===== config.mk =====
export PLATFORM = sky130hd
export DESIGN_NAME = edge_event_arbiter
export DESIGN_NICKNAME = d
export VERILOG_FILES = /design/src/rtl/edge_event_arbiter.sv
export SDC_FILE = /design/constraint.sdc
export NUM_CORES = 1
export LEC_CHECK = 0
export ABC_AREA = 0
export CORE_MARGIN = 3
export CORE_UTILIZATION = 55
export DETAILED_ROUTE_END_ITERATION = 12
export PLACE_DENSITY_LB_ADDON = 0.25
export SLEW_MARGIN = 5
export SYNTH_ARGS = -nofsm -noshare
export SYNTH_HDL_FRONTEND = slang
export SYNTH_SLANG_ARGS = --single-unit

===== constraint.sdc =====
create_clock -name clk -period 3.7 [get_ports clk]
set_clock_uncertainty 0.05 [all_clocks]
set_input_delay 0.37 -clock clk [delete_from_list [all_inputs] [get_ports clk]]
set_output_delay 0.37 -clock clk [all_outputs]
set_load 0.005 [all_outputs]

===== src/rtl/edge_event_arbiter.sv =====
// edge_event_arbiter: serializes per-channel edge pulses into one valid/ready event stream
//
// Collects rising/falling edge pulses from NCH input conditioners into per-channel
// pending slots and hands them out one at a time through round-robin arbitration.
// Falling events carry the channel's press duration (saturating cycle count).
//
// Ports:
//   clk           system clock
//   reset_n       asynchronous active-low reset
//   conditioned   per-channel conditioned level (drives the duration counters)
//   positiveedge  per-channel 1-cycle rising pulse
//   negativeedge  per-channel 1-cycle falling pulse
//   evt_valid     event presented on evt_*
//   evt_ready     consumer accepts the event when high with evt_valid
//   evt_chan      channel index of the event
//   evt_rise      1 = rising event, 0 = falling event
//   evt_dur       press duration for falling events, 0 for rising events
//   evt_ts        capture timestamp (only with EDGE_EVT_TIMESTAMP_EN)
//   overflow      sticky flag, set when any event was dropped
//   ovf_clear     synchronous clear of overflow (a simultaneous drop wins)
//
// Optional feature: define EDGE_EVT_TIMESTAMP_EN to add a 16-bit free-running
// timestamp captured per pending slot and presented on evt_ts.
module edge_event_arbiter #(
    parameter int NCH  = 4,
    parameter int IDW  = 2,
    parameter int DURW = 8
) (
    input  logic            clk,
    input  logic            reset_n,
    input  logic [NCH-1:0]  conditioned,
    input  logic [NCH-1:0]  positiveedge,
    input  logic [NCH-1:0]  negativeedge,
    output logic            evt_valid,
    input  logic            evt_ready,
    output logic [IDW-1:0]  evt_chan,
    output logic            evt_rise,
    output logic [DURW-1:0] evt_dur,
`ifdef EDGE_EVT_TIMESTAMP_EN
    output logic [15:0]     evt_ts,
`endif
    output logic            overflow,
    input  logic            ovf_clear
);

    localparam logic [DURW-1:0] DMAX = '1;

    typedef enum logic {IDLE, PRESENT} state_t;

    state_t          state;
    logic [NCH-1:0]  pend_rise, pend_fall, old_fall;
    logic [DURW-1:0] cnt [NCH];
    logic [DURW-1:0] dur_cap [NCH];
    logic [IDW-1:0]  ptr, win, idx;
    logic [IDW:0]    sum;
    logic            found, load, win_rise;
    logic [NCH-1:0]  gnt_rise, gnt_fall, r_keep, f_keep, r_new, f_new, drop;

    // Round-robin scan starting at ptr; indices wrap modulo NCH without a divider.
    always_comb begin
        found = 1'b0;
        win   = '0;
        sum   = '0;
        idx   = '0;
        for (int k = 0; k < NCH; k++) begin
            sum = {1'b0, ptr} + (IDW+1)'(k);
            idx = (sum >= (IDW+1)'(NCH)) ? IDW'(sum - (IDW+1)'(NCH)) : sum[IDW-1:0];
            if (!found && (pend_rise[idx] || pend_fall[idx])) begin
                found = 1'b1;
                win   = idx;
            end
        end
    end

    // With both slots pending, old_fall selects which one is issued first.
    assign win_rise = pend_rise[win] & ~(pend_fall[win] & old_fall[win]);
    assign load     = (state == IDLE) | evt_ready;
    assign gnt_rise = (load & found & win_rise)  ? NCH'(1) << win : '0;
    assign gnt_fall = (load & found & ~win_rise) ? NCH'(1) << win : '0;

    // A slot granted this cycle is free to take a new pulse without a drop.
    assign r_keep = pend_rise & ~gnt_rise;
    assign f_keep = pend_fall & ~gnt_fall;
    assign r_new  = positiveedge & ~r_keep;
    assign f_new  = negativeedge & ~f_keep;
    assign drop   = (positiveedge & r_keep) | (negativeedge & f_keep);

    always_ff @(posedge clk or negedge reset_n) begin
        if (!reset_n) begin
            pend_rise <= '0;
            pend_fall <= '0;
            old_fall  <= '0;
            overflow  <= 1'b0;
            for (int i = 0; i < NCH; i++) begin
                cnt[i]     <= '0;
                dur_cap[i] <= '0;
            end
        end else begin
            pend_rise <= r_keep | positiveedge;
            pend_fall <= f_keep | negativeedge;
            // Order bit follows whichever slot was filled while the other was empty.
            old_fall  <= (r_keep & f_keep & old_fall) | (~r_keep & f_keep) |
                         (~r_keep & ~f_keep & f_new & ~r_new);
            overflow  <= (|drop) | (overflow & ~ovf_clear);
            for (int i = 0; i < NCH; i++) begin
                cnt[i] <= positiveedge[i] ? '0 :
                          (conditioned[i] && cnt[i] != DMAX) ? cnt[i] + 1'b1 : cnt[i];
                if (f_new[i])
                    dur_cap[i] <= (cnt[i] == DMAX) ? DMAX : cnt[i] + 1'b1;
            end
        end
    end

`ifdef EDGE_EVT_TIMESTAMP_EN
    logic [15:0] ts;
    logic [15:0] ts_rise [NCH];
    logic [15:0] ts_fall [NCH];

    always_ff @(posedge clk or negedge reset_n) begin
        if (!reset_n) begin
            ts <= '0;
            for (int i = 0; i < NCH; i++) begin
                ts_rise[i] <= '0;
                ts_fall[i] <= '0;
            end
        end else begin
            ts <= ts + 16'd1;
            for (int i = 0; i < NCH; i++) begin
                if (r_new[i])
                    ts_rise[i] <= ts;
                if (f_new[i])
                    ts_fall[i] <= ts;
            end
        end
    end
`endif

    // Output register: loads a new winner whenever idle or the current event is taken.
    always_ff @(posedge clk or negedge reset_n) begin
        if (!reset_n) begin
            state     <= IDLE;
            evt_valid <= 1'b0;
            evt_chan  <= '0;
            evt_rise  <= 1'b0;
            evt_dur   <= '0;
            ptr       <= '0;
`ifdef EDGE_EVT_TIMESTAMP_EN
            evt_ts    <= '0;
`endif
        end else if (load) begin
            if (found) begin
                state     <= PRESENT;
                evt_valid <= 1'b1;
                evt_chan  <= win;
                evt_rise  <= win_rise;
                evt_dur   <= win_rise ? '0 : dur_cap[win];
                ptr       <= (win == IDW'(NCH-1)) ? '0 : win + 1'b1;
`ifdef EDGE_EVT_TIMESTAMP_EN
                evt_ts    <= win_rise ? ts_rise[win] : ts_fall[win];
`endif
            end else begin
                state     <= IDLE;
                evt_valid <= 1'b0;
            end
        end
    end

endmodule


Yosys cells after proc, flatten, opt, wreduce, memory -nomap -nowiden --
Index checks and enable logic that the tools add are counted.
Word-level totals: memories 0, input bits 16, bits in writable memories 0, memory bits (read-only) 0, output and inout bits 13, flip-flop bits (word level) 91, logic and storage cells 158, latch bits 0
Operators by class: eq/ne operators 9, multiplexer cells 54, $lt $le $gt $ge 10, $add $sub $neg 12, bitwise logic cells 35, multiply operators 0, shift operators 1, divide/modulo/power cells 0, reductions and logical operators 20
Operators by type and width (number):
- 2-to-1 mux 8 bit | 15
- AND 4 bit | 12
- adder 8 x 1 -> 8 bit (second input constant) | 4
- == test 8 bit (second input constant) | 4
- inequality test 8 bit (second input constant) | 4
- binary-select mux 1 bit (select 2 bit) | 11
- inverter 4 bit | 5
- bitwise OR 4 bit | 5
- 2-to-1 mux 2 bit | 9
- binary-select mux 8 bit (select 2 bit) | 1
- 2-to-1 mux 1 bit | 16
- less-than comparator 2 x 3 -> 1 bit (second input constant) | 5
- greater-or-equal comparator 3 bit (second input constant) | 4
- 2-to-1 mux 4 bit | 2
- nonzero test 2 bit | 4
- subtractor 2 x 1 -> 2 bit (second input constant) | 4
- logical AND 1 bit | 7
- adder 2 x 2 -> 3 bit (second input constant) | 2
- AND 1 bit | 6
- logical OR 1 bit | 4
- inverter 1 bit | 4
- OR reduction 4 bit | 1
- left shift 1 x 2 -> 4 bit (first input constant) | 1
- adder 2 x 1 -> 3 bit (second input constant) | 1
- 7 further kinds | 10

Longest topological paths before layout --
Gate-level depths: netlist of run 1.
depth in word-level cells 30, depth in mapped cells 12, mapped depth without buffers 10

Least setup slack after synthesis of run 1 --
Ideal clock, no wire load.
path type flip-flop to flip-flop, start register pend_fall[0], end register overflow, data arrival time 2.826 ns, buffers on the path 2, data required time 3.511 ns, slack 0.686 ns, clock period less this slack 3.014 ns, stages on the path, launching flop included 11, setup time 0.139 ns, path through dfrtp_1 -> or2_1 -> a211o_1 -> a21boi_2 -> buf_4 -> buf_1 -> ha_1 -> nand2_1 -> o21ai_1 -> o2111ai_1 -> or4_1
On the way: cells in the longest elaborated chain, start to end 27, elaborated cells on any way between the ends 51, classes of those cells 1 x shift; 24 x mux; 15 x bitwise; 11 x reduce/logical
Ends and longest elaborated chain:
- start: declaration | line 51 | logic [NCH-1:0] pend_rise, pend_fall, old_fall;
- start signal: assignment | line 100 | pend_fall <= f_keep | negativeedge;
- binary-select mux 1 bit (select 2 bit) | line 68 | if (!found && (pend_rise[idx] || pend_fall[idx])) begin
- 2-to-1 mux 1 bit (implied by the code) | line 68
- logical OR 1 bit | line 68
- 2-to-1 mux 1 bit | line 68
- logical NOT 1 bit | line 68
- logical AND 1 bit | line 68
- 2-to-1 mux 1 bit | line 68
- logical NOT 1 bit | line 68
- (+5 left out)
- named net win[1] | line 54 | logic [IDW-1:0] ptr, win, idx;
- (+6 left out)
- AND 1 bit | line 79 | assign gnt_fall = (load & found & ~win_rise) ? NCH'(1) << win : '0;
- 2-to-1 mux 4 bit | line 79
- inverter 4 bit | line 83 | assign f_keep = pend_fall & ~gnt_fall;
- AND 4 bit | line 83
- AND 4 bit | line 86 | assign drop = (positiveedge & r_keep) | (negativeedge & f_keep);
- bitwise OR 4 bit * | line 86
- OR reduction 4 bit * | line 104 | overflow <= (|drop) | (overflow & ~ovf_clear);
- bitwise OR 1 bit * | line 104
- end signal: assignment | line 104
- end: declaration | line 42 | output logic overflow,
The timed path passes the listed nets; every way through them passes the cells marked *. The select of a mux whose other input is x is not followed. A chain may end at the register's enable or synchronous reset.

Worst setup path in the final report of run 1 --
start register pend_fall[0], end register overflow
On the way: cells in the longest elaborated chain, start to end 27, elaborated cells on any way between the ends 51, classes of those cells 1 x shift; 24 x mux; 15 x bitwise; 11 x reduce/logical
Ends and longest elaborated chain (line):
- binary-select mux 1 bit (select 2 bit) | 68
- 2-to-1 mux 1 bit (implied by the code) | 68
- logical OR 1 bit | 68
- 2-to-1 mux 1 bit | 68
- logical NOT 1 bit | 68
- logical AND 1 bit | 68
- 2-to-1 mux 1 bit | 68
- logical NOT 1 bit | 68
- (+11 left out)
- AND 1 bit | 79
- 2-to-1 mux 4 bit | 79
- inverter 4 bit | 83
- AND 4 bit | 83
- AND 4 bit | 86
- bitwise OR 4 bit * | 86
- OR reduction 4 bit * | 104
- bitwise OR 1 bit * | 104
Every way passes the cells marked *; elsewhere a longest branch is shown, timed or not. The select of a mux whose other input is x is not followed.

==> run_results.csv, run 1 <==
group,metric,value,unit
run_status,result_of_the_run,"finished clean",
timing,hold_slack,0.06051,ns
route,wl_per_cell,16.02,um
yosys,synth_edf_count,0,
clocking,clock_tree.root_cell,"sky130_fd_sc_hd__clkbuf_8",
setup_path,crit_path_start_kind,"flop",
yosys,post_synth_num_cell_types,45,
setup_path,ff2ff_path_depth,9,
finish,design.final.nets,530,
floorplan,design.core.area,0.007928,sq mm
timing,layout_min_cycle_time,3.060,ns
yosys,synth_fp_nets,503,
yosys,synth.cells.most_frequent,"91 x sky130_fd_sc_hd__dfrtp_1, 57 x sky130_fd_sc_hd__nand2_1, 44 x sky130_fd_sc_hd__a21oi_1",
floorplan,floorplan.die_area,0.009496,sq mm
timing,period_share,82.71,%
yosys,post-synth-top-area-cell,"sky130_fd_sc_hd__dfrtp_1",
placement,place_congestion,0.9544,
yosys,synth_seq_area_share,49.51,%
yosys,synth_area_per_cell,9.602,sq um
placement,detailed_place_hpwl,7196,um
timing,timing.final.hold_violations,0,
timing,minimum_setup_slack_in_the_final_design,0.6399,ns
route,vias,3592,
yosys,ys.warnings.count,0,
setup_path,cp.buffers_inverters,1,
global_route,grt_first_pass_wirelength,16840,um
finish,post_route_cells_drive_above_1_share,5.871,%
placement,numPortBuffers,28,
yosys,post-synth-top-area-fraction,49.51,%
route,ant_nets,0,
floorplan,design.portCount,29,
clocking,ctsResizeCount,0,
route,drtIter0Drc,189,
floorplan,rows,32,
global_route,grt_max_degree,69,
global_route,groute.usage.overall,21.78,%
clocking,cts.path.max_buffers,2,
yosys,ys_async_sr_fraction,100.0,%
global_route,first_global_vias,3441,
setup_path,critPathKind,"flop to flop",
yosys,synthTopCellsByArea,"sky130_fd_sc_hd__dfrtp_1 50%, sky130_fd_sc_hd__xor2_1 5.3%, sky130_fd_sc_hd__a21oi_1 4.8%",
setup_path,critPathMaxFanout,5,
clocking,numCtsBuffers,9,
power,switching_power_as_a_share_of_total_power,33.84,%
route,drt-vias-per-instance,5.860,
timing,setup_violations_final,0,
flow_run,drv.max_cap_violation_count,0,
setup_path,r2r_slack,0.64,ns
setup_path,critPathMaxStageDelay,0.51,ns
clocking,htreeDepth,3,
timing,worst-slew-pin-transition,0.8466,ns
power,power.sequential.fraction,46.2,%
setup_path,worstPathArrival,3.24,ns
power,combinationalPowerShare,29.6,%
power,p_sw,0.9641,mW
clocking,clock_sink_count,91,
finish,areaGrowthSynthToFinish,12.89,%
yosys,synth-seq-cells,91,
timing,fmaxAchievable,326.8,MHz
setup_path,critPathTopFamily,"compound AO/OA/AOI/OAI gates",
finish,finish.utilization,65.50,%
clocking,cts.reportedPaths.clkPinSlew,0.09,ns
clocking,hold_buffers,0,
route,drc,0,
yosys,synth_flop_cell,"sky130_fd_sc_hd__dfrtp_1",
power,ir_drop,0.2840,mV
setup_path,required_time_worst_endpoint,3.88,ns
global_route,antenna_violations_before_repair,0,
yosys,synthMostInstantiatedCell,"sky130_fd_sc_hd__dfrtp_1",
floorplan,die_w,97.45,um
yosys,postSynthCellCount,479,
floorplan,start_util,58.02,%
power,power-per-cell-area,548.6,mW/mm^2
route,totalWireLength,9823,um
power,pwr-share-clk,24.1,%
setup_path,worstReg2RegEnd,"overflow",
power,internal_power,1.885,mW
yosys,mappedNetlistArea,0.004599,sq mm
timing,slew_headroom,43.56,%
power,total_leakage_power,2.366,nW
route,drt_first_pass_iters,5,
timing,timing.setup.tns,0,ns
placement,detailedPlace.worstSlack,0.6894,ns
clocking,cts_setup_buffers,0,
setup_path,regToRegStartpoint,"pend_fall[0]",
setup_path,cp_cell_sequence,"or2_1 > a211o_1 > a21boi_2 > inv_2 > a311o_1 > and2_4 > o21ai_1 > o2111ai_1 > or4_1",
clocking,cts_tree,"yes",
floorplan,die_span_y,97.45,um
setup_path,critPathCaptureType,"flop",
finish,n_antenna_cell,0,
timing,rsz_0062_raised_after_global_routing,"false",
timing,drv_slew,0,
global_route,gr-total-overflow,0,
hold_path,min-delay-path-class,"primary input to async pin",
clocking,clock_insertion_delay_worst_skew,0.36,ns
setup_path,critical-path-slowest-cell,"sky130_fd_sc_hd__or4_1",
-- worst max-delay path by stage --
stage | from | to | depth (start not counted)
after detailed placement | pend_fall[0] | overflow | 9
after global placement | pend_rise[2] | overflow | 8
after CTS | pend_fall[0] | overflow | 9
after global routing | pend_fall[0] | overflow | 9
after floorplan | pend_fall[0] | overflow | 10
final | pend_fall[0] | overflow | 9
-- cell families (layout without fill, tap and decap cells) --
kind of cell,count (synthesis),in the layout,share of synthesized area [%]
xor gates and xnor gates,40,40,7.617
DFF,91,91,49.51
buffers and inverters,34,66,2.883
adders and majority gates,8,8,2.176
AOI/OAI and AO/OA,130,130,18.17
and+or+nand+nor,160,160,16.16
muxes,16,16,3.482
-- state kept, by name, indices dropped and copies added, names as in the netlist --
signal,flops
overflow,1
evt_chan,2
dur_cap,32
evt_valid,1
cnt,32
pend_rise,4
evt_rise,1
pend_fall,4
evt_dur,8
ptr,2
old_fall,4
-- power groups by stage --
stage / clock network (mW) / logic, mW / registers (mW)
4_1_cts: 0.699 / 0.846 / 1.32
3_5_place_dp: 0 / 0.841 / 1.33
3_3_place_gp: 0 / 0.825 / 1.33
6_report: 0.688 / 0.845 / 1.32
5_1_grt: 0.740 / 0.947 / 1.34
2_1_floorplan: 0 / 0.563 / 1.28
-- placed cells by master (no fill, tap or decap), drive strengths merged, types with 2 or more instances in the layout --
cell           instances
a211oi                 2
a21o                  18
a21oi                 44
a31oi                  3
a32o                   8
a41oi                  7
and3                   8
buf                    9
clkbuf                11
clkdlybuf4s50         27
clkinv                 2
dfrtp                 91
ha                     8
inv                   15
mux2i                 16
nand2                 57
nand2b                 6
nand3                 34
nand3b                 5
nor2                  33
nor2b                  2
o211ai                 5
o21ai                 33
o22ai                  2
or2                    2
or3                    8
or4                    2
xnor2                 12
xor2                  28
-- metrics by stage --
stage                     std cells  power (mW)  area (sq um)
after global placement          597       2.150          4991
final                           613       2.849          5192
after CTS                       613       2.861          5192
after global routing            613       3.025          5192
after detailed placement        597       2.174          4991
after floorplan                 479       1.848          4599
-- per-layer routing --
layer  part of all wire (%)  wire (um)  global-route usage (%)  up-vias
li1                       -          -                       -     1756
met1                     46       4556                   30.40     1739
met2                     48       4711                   34.84       80
met3                    3.7        359                   3.589       17
met4                    2.0        196                   7.029        0
met5                      0          0                       0        -
-- layout make-up --
type | instances | area, sq um
fillers | 638 | 2735
inverters | 14 | 52.55
well taps | 102 | 127.6
clock inverters | 5 | 60.06
clock buffers | 11 | 141.4
flip-flops and latches | 91 | 2277
repair buffers | 36 | 337.8
multi-input cells | 354 | 2196
Note: power is estimated with default switching activity, not from simulation.
==> inputs of run 2 (changes only) <==
--- a/config.mk
+++ b/config.mk
@@ -7,7 +7,7 @@
 export LEC_CHECK = 0
 export ABC_AREA = 0
 export CORE_MARGIN = 3
-export CORE_UTILIZATION = 55
+export CORE_UTILIZATION = 53
 export DETAILED_ROUTE_END_ITERATION = 12
 export PLACE_DENSITY_LB_ADDON = 0.25
 export SLEW_MARGIN = 5
==> constraint.sdc (replaced) <==
create_clock -name clk -period 2.6 [get_ports clk]
set_clock_uncertainty 0.05 [all_clocks]
set_input_delay 0.26 -clock clk [delete_from_list [all_inputs] [get_ports clk]]
set_output_delay 0.26 -clock clk [all_outputs]
set_load 0.005 [all_outputs]
==> run 2 against run 1 <==
The flow now finishes with violations (negative setup slack). Wire length rose by 6.9%. Clock power rose by 39%. Cell area rose by 7.2%. Worst hold slack improved by 0.35 ns. Sequential power rose by 40%. Total power rose by 52%. Combinational power rose by 81%. Register-to-register slack got worse by 0.81 ns. Via count rose by 5.3%. First-iteration DRC count rose by 21%. Utilization rose by 1.2 points. Final cell count rose by 6.9%. Critical path type unchanged. Critical endpoint unchanged. Largest power group unchanged. Highest routed layer unchanged.
==> run_results.csv, run 2 (synthesized netlist as in run 1, its figures left out) <==
group,metric,value,unit
setup_path,cp.buffers_inverters,1,
finish,n_antenna_cell,0,
floorplan,floorplan.die_area,0.009832,sq mm
route,wl_per_cell,16.03,um
finish,final-instance-count-excl-fill,655,
finish,largestRegisters,"cnt: 32 flops, dur_cap: 32 flops, evt_dur: 8 flops",
setup_path,cp_cell_sequence,"buf_4 > or2_1 > a211oi_1 > a311oi_2 > a311o_2 > and2_4 > o21ai_4 > o221ai_1 > or4_1",
finish,post_route_cells_drive_above_1_share,14.00,%
placement,numPortBuffers,28,
floorplan,design.core.area,0.008341,sq mm
timing,drv_slew,0,
floorplan,die_span_y,99.16,um
power,ir_drop,0.4229,mV
timing,period_share,106.6,%
setup_path,critical-path-slowest-cell,"sky130_fd_sc_hd__or4_1",
placement,detailedPlace.worstSlack,-0.1377,ns
placement,detailed_place_hpwl,7635,um
setup_path,worstPathArrival,2.96,ns
finish,ff_latch_area,0.002277,sq mm
route,ant_nets,0,
setup_path,critPathTopFamily,"compound AO/OA/AOI/OAI gates",
setup_path,critPathMaxFanout,5,
run_status,violations_in_the_final_reports,"negative setup slack",
timing,worst-slew-pin-transition,0.6670,ns
clocking,clock_tree.root_cell,"sky130_fd_sc_hd__clkbuf_8",
global_route,groute.usage.overall,22.15,%
global_route,gr-total-overflow,0,
floorplan,start_util,55.15,%
run_status,result_of_the_run,"finished with violations",
global_route,grt_max_degree,52,
timing,minimum_setup_slack_in_the_final_design,-0.1714,ns
route,drtIter0Drc,228,
timing,layout_min_cycle_time,2.771,ns
setup_path,critPathMaxStageDelay,0.52,ns
floorplan,design.portCount,29,
timing,rsz_0062_raised_after_global_routing,"true",
finish,layout.cells.most_common,"sky130_fd_sc_hd__dfrtp_1",
route,drc,0,
global_route,antenna_violations_before_repair,0,
clocking,cts.reportedPaths.clkPinSlew,0.10,ns
setup_path,regToRegStartpoint,"pend_rise[3]",
clocking,cts_tree,"yes",
finish,design.final.nets,569,
global_route,grt_first_pass_wirelength,17370,um
setup_path,required_time_worst_endpoint,2.79,ns
timing,timing.final.hold_violations,0,
clocking,numCtsBuffers,9,
route,drt-vias-per-instance,5.777,
finish,areaGrowthSynthToFinish,20.97,%
route,drt_first_pass_iters,5,
power,total_leakage_power,2.562,nW
route,vias,3784,
setup_path,critPathLaunch,"pend_rise[3]",
finish,multi_input_logic_area,0.002240,sq mm
clocking,cts.path.max_buffers,2,
clocking,clock_sink_count,91,
finish,num-fill-cells,682,
clocking,clock_insertion_delay_worst_skew,0.36,ns
floorplan,die_w,99.16,um
power,power-per-cell-area,778.5,mW/mm^2
hold_path,min-delay-path-class,"primary input to async pin",
route,totalWireLength,10500,um
timing,slew_headroom,55.53,%
timing,setup_violations_final,1,
power,total_power,4.331,mW
setup_path,crit_path_start_kind,"flop",
placement,post-place-cells,636,
clocking,htreeDepth,3,
global_route,first_global_vias,3596,
flow_run,drv.max_cap_violation_count,0,
setup_path,critPathKind,"flop to flop",
timing,fmaxAchievable,360.8,MHz
floorplan,rows,33,
placement,place_congestion,0.9862,
finish,final_cell_mix,"91 x sky130_fd_sc_hd__dfrtp_1, 56 x sky130_fd_sc_hd__nand2_1, 43 x sky130_fd_sc_hd__a21oi_1",
setup_path,critPathCaptureType,"flop",
timing,timing.setup.tns,-0.1714,ns
## run 2: changes by cell type in the layout (fill, tap and decap cells not counted), sizes merged
cell	previous run	this run
buf	9	47
bufinv	1	0
clkbuf	11	12
clkinvlp	1	2
dlygate4sd3	0	1
inv	15	14
## run 2: path summary, 6_finish.rpt
check / endpoint / slack, ns / cells past startpoint
worst max-delay path: overflow / -0.17 / 9
worst min-delay path: cnt[23] / 0.41 / 2
worst max register to register: overflow / -0.17 / 9
worst min register to register: dur_cap[2] / 0.44 / 1
max in group asynchronous: dur_cap[27] / 1.42 / 3
min in group clk: dur_cap[2] / 0.44 / 1
## run 2: repair_timing
item,4_1_cts,5_1_grt
pin swaps,3,3
setup buffers,0,1
gates cloned,0,1
hold endpoints to repair,50,0
setup endpoints to repair,1,28
gates resized for setup,4,14
hold buffers,1,0
## run 2: layout make-up
cell class | instances | share of cell area (%)
clock buffer | 12 | 2.968
clock inverter | 4 | 0.5847
inverter | 14 | 0.9669
multi-input combinational | 354 | 40.25
sequential | 91 | 40.93
tap | 105 | 2.361
timing repair buffer | 75 | 11.94
## run 2: routing by layer
metal,vias up,track usage [%],routed length [um]
met1,1867,31.71,4864
li1,1826,-,-
met5,-,0,0
met4,0,7.248,125
met2,78,35.02,5112
met3,13,3.226,399
## run 2: power by group
group | switching [mW] | internal [mW] | total, mW
combinational | 0.777 | 0.754 | 1.53
sequential | 0.180 | 1.67 | 1.85
clock | 0.522 | 0.432 | 0.954
total | 1.48 | 2.85 | 4.33
## run 2: through the flow
stage	utilization, %	hold slack, ns	instance area [sq um]
4_1_cts	66.05	0.4388	5509
5_1_grt	66.71	0.4603	5564
3_5_place_dp	63.34	0.2856	5283
3_3_place_gp	63.34	0.2842	5283
2_1_floorplan	-	-0.08559	4617
6_report	66.71	0.4144	5564
==> inputs of run 3 (changes only) <==
--- a/config.mk
+++ b/config.mk
@@ -8,6 +8,7 @@
 export ABC_AREA = 0
 export CORE_MARGIN = 3
 export CORE_UTILIZATION = 53
+export CTS_CLUSTER_DIAMETER = 30
 export DETAILED_ROUTE_END_ITERATION = 12
 export PLACE_DENSITY_LB_ADDON = 0.25
 export SLEW_MARGIN = 5
==> constraint.sdc (replaced) <==
create_clock -name clk -period 2.6 [get_ports clk]
set_clock_uncertainty 0.05 [all_clocks]
set_input_delay 0.26 -clock clk [delete_from_list [all_inputs] [get_ports clk]]
set_output_delay 0.26 -clock clk [all_outputs]
set_load 0.02 [all_outputs]
==> results of run 3 <==
Same layout as run 2 (identical final DEF). Status: finished with violations: negative setup slack.
Main changes from that run: total power 4.331 mW -> 4.404 mW; worst IR drop on VDD 0.4229 mV -> 0.4234 mV
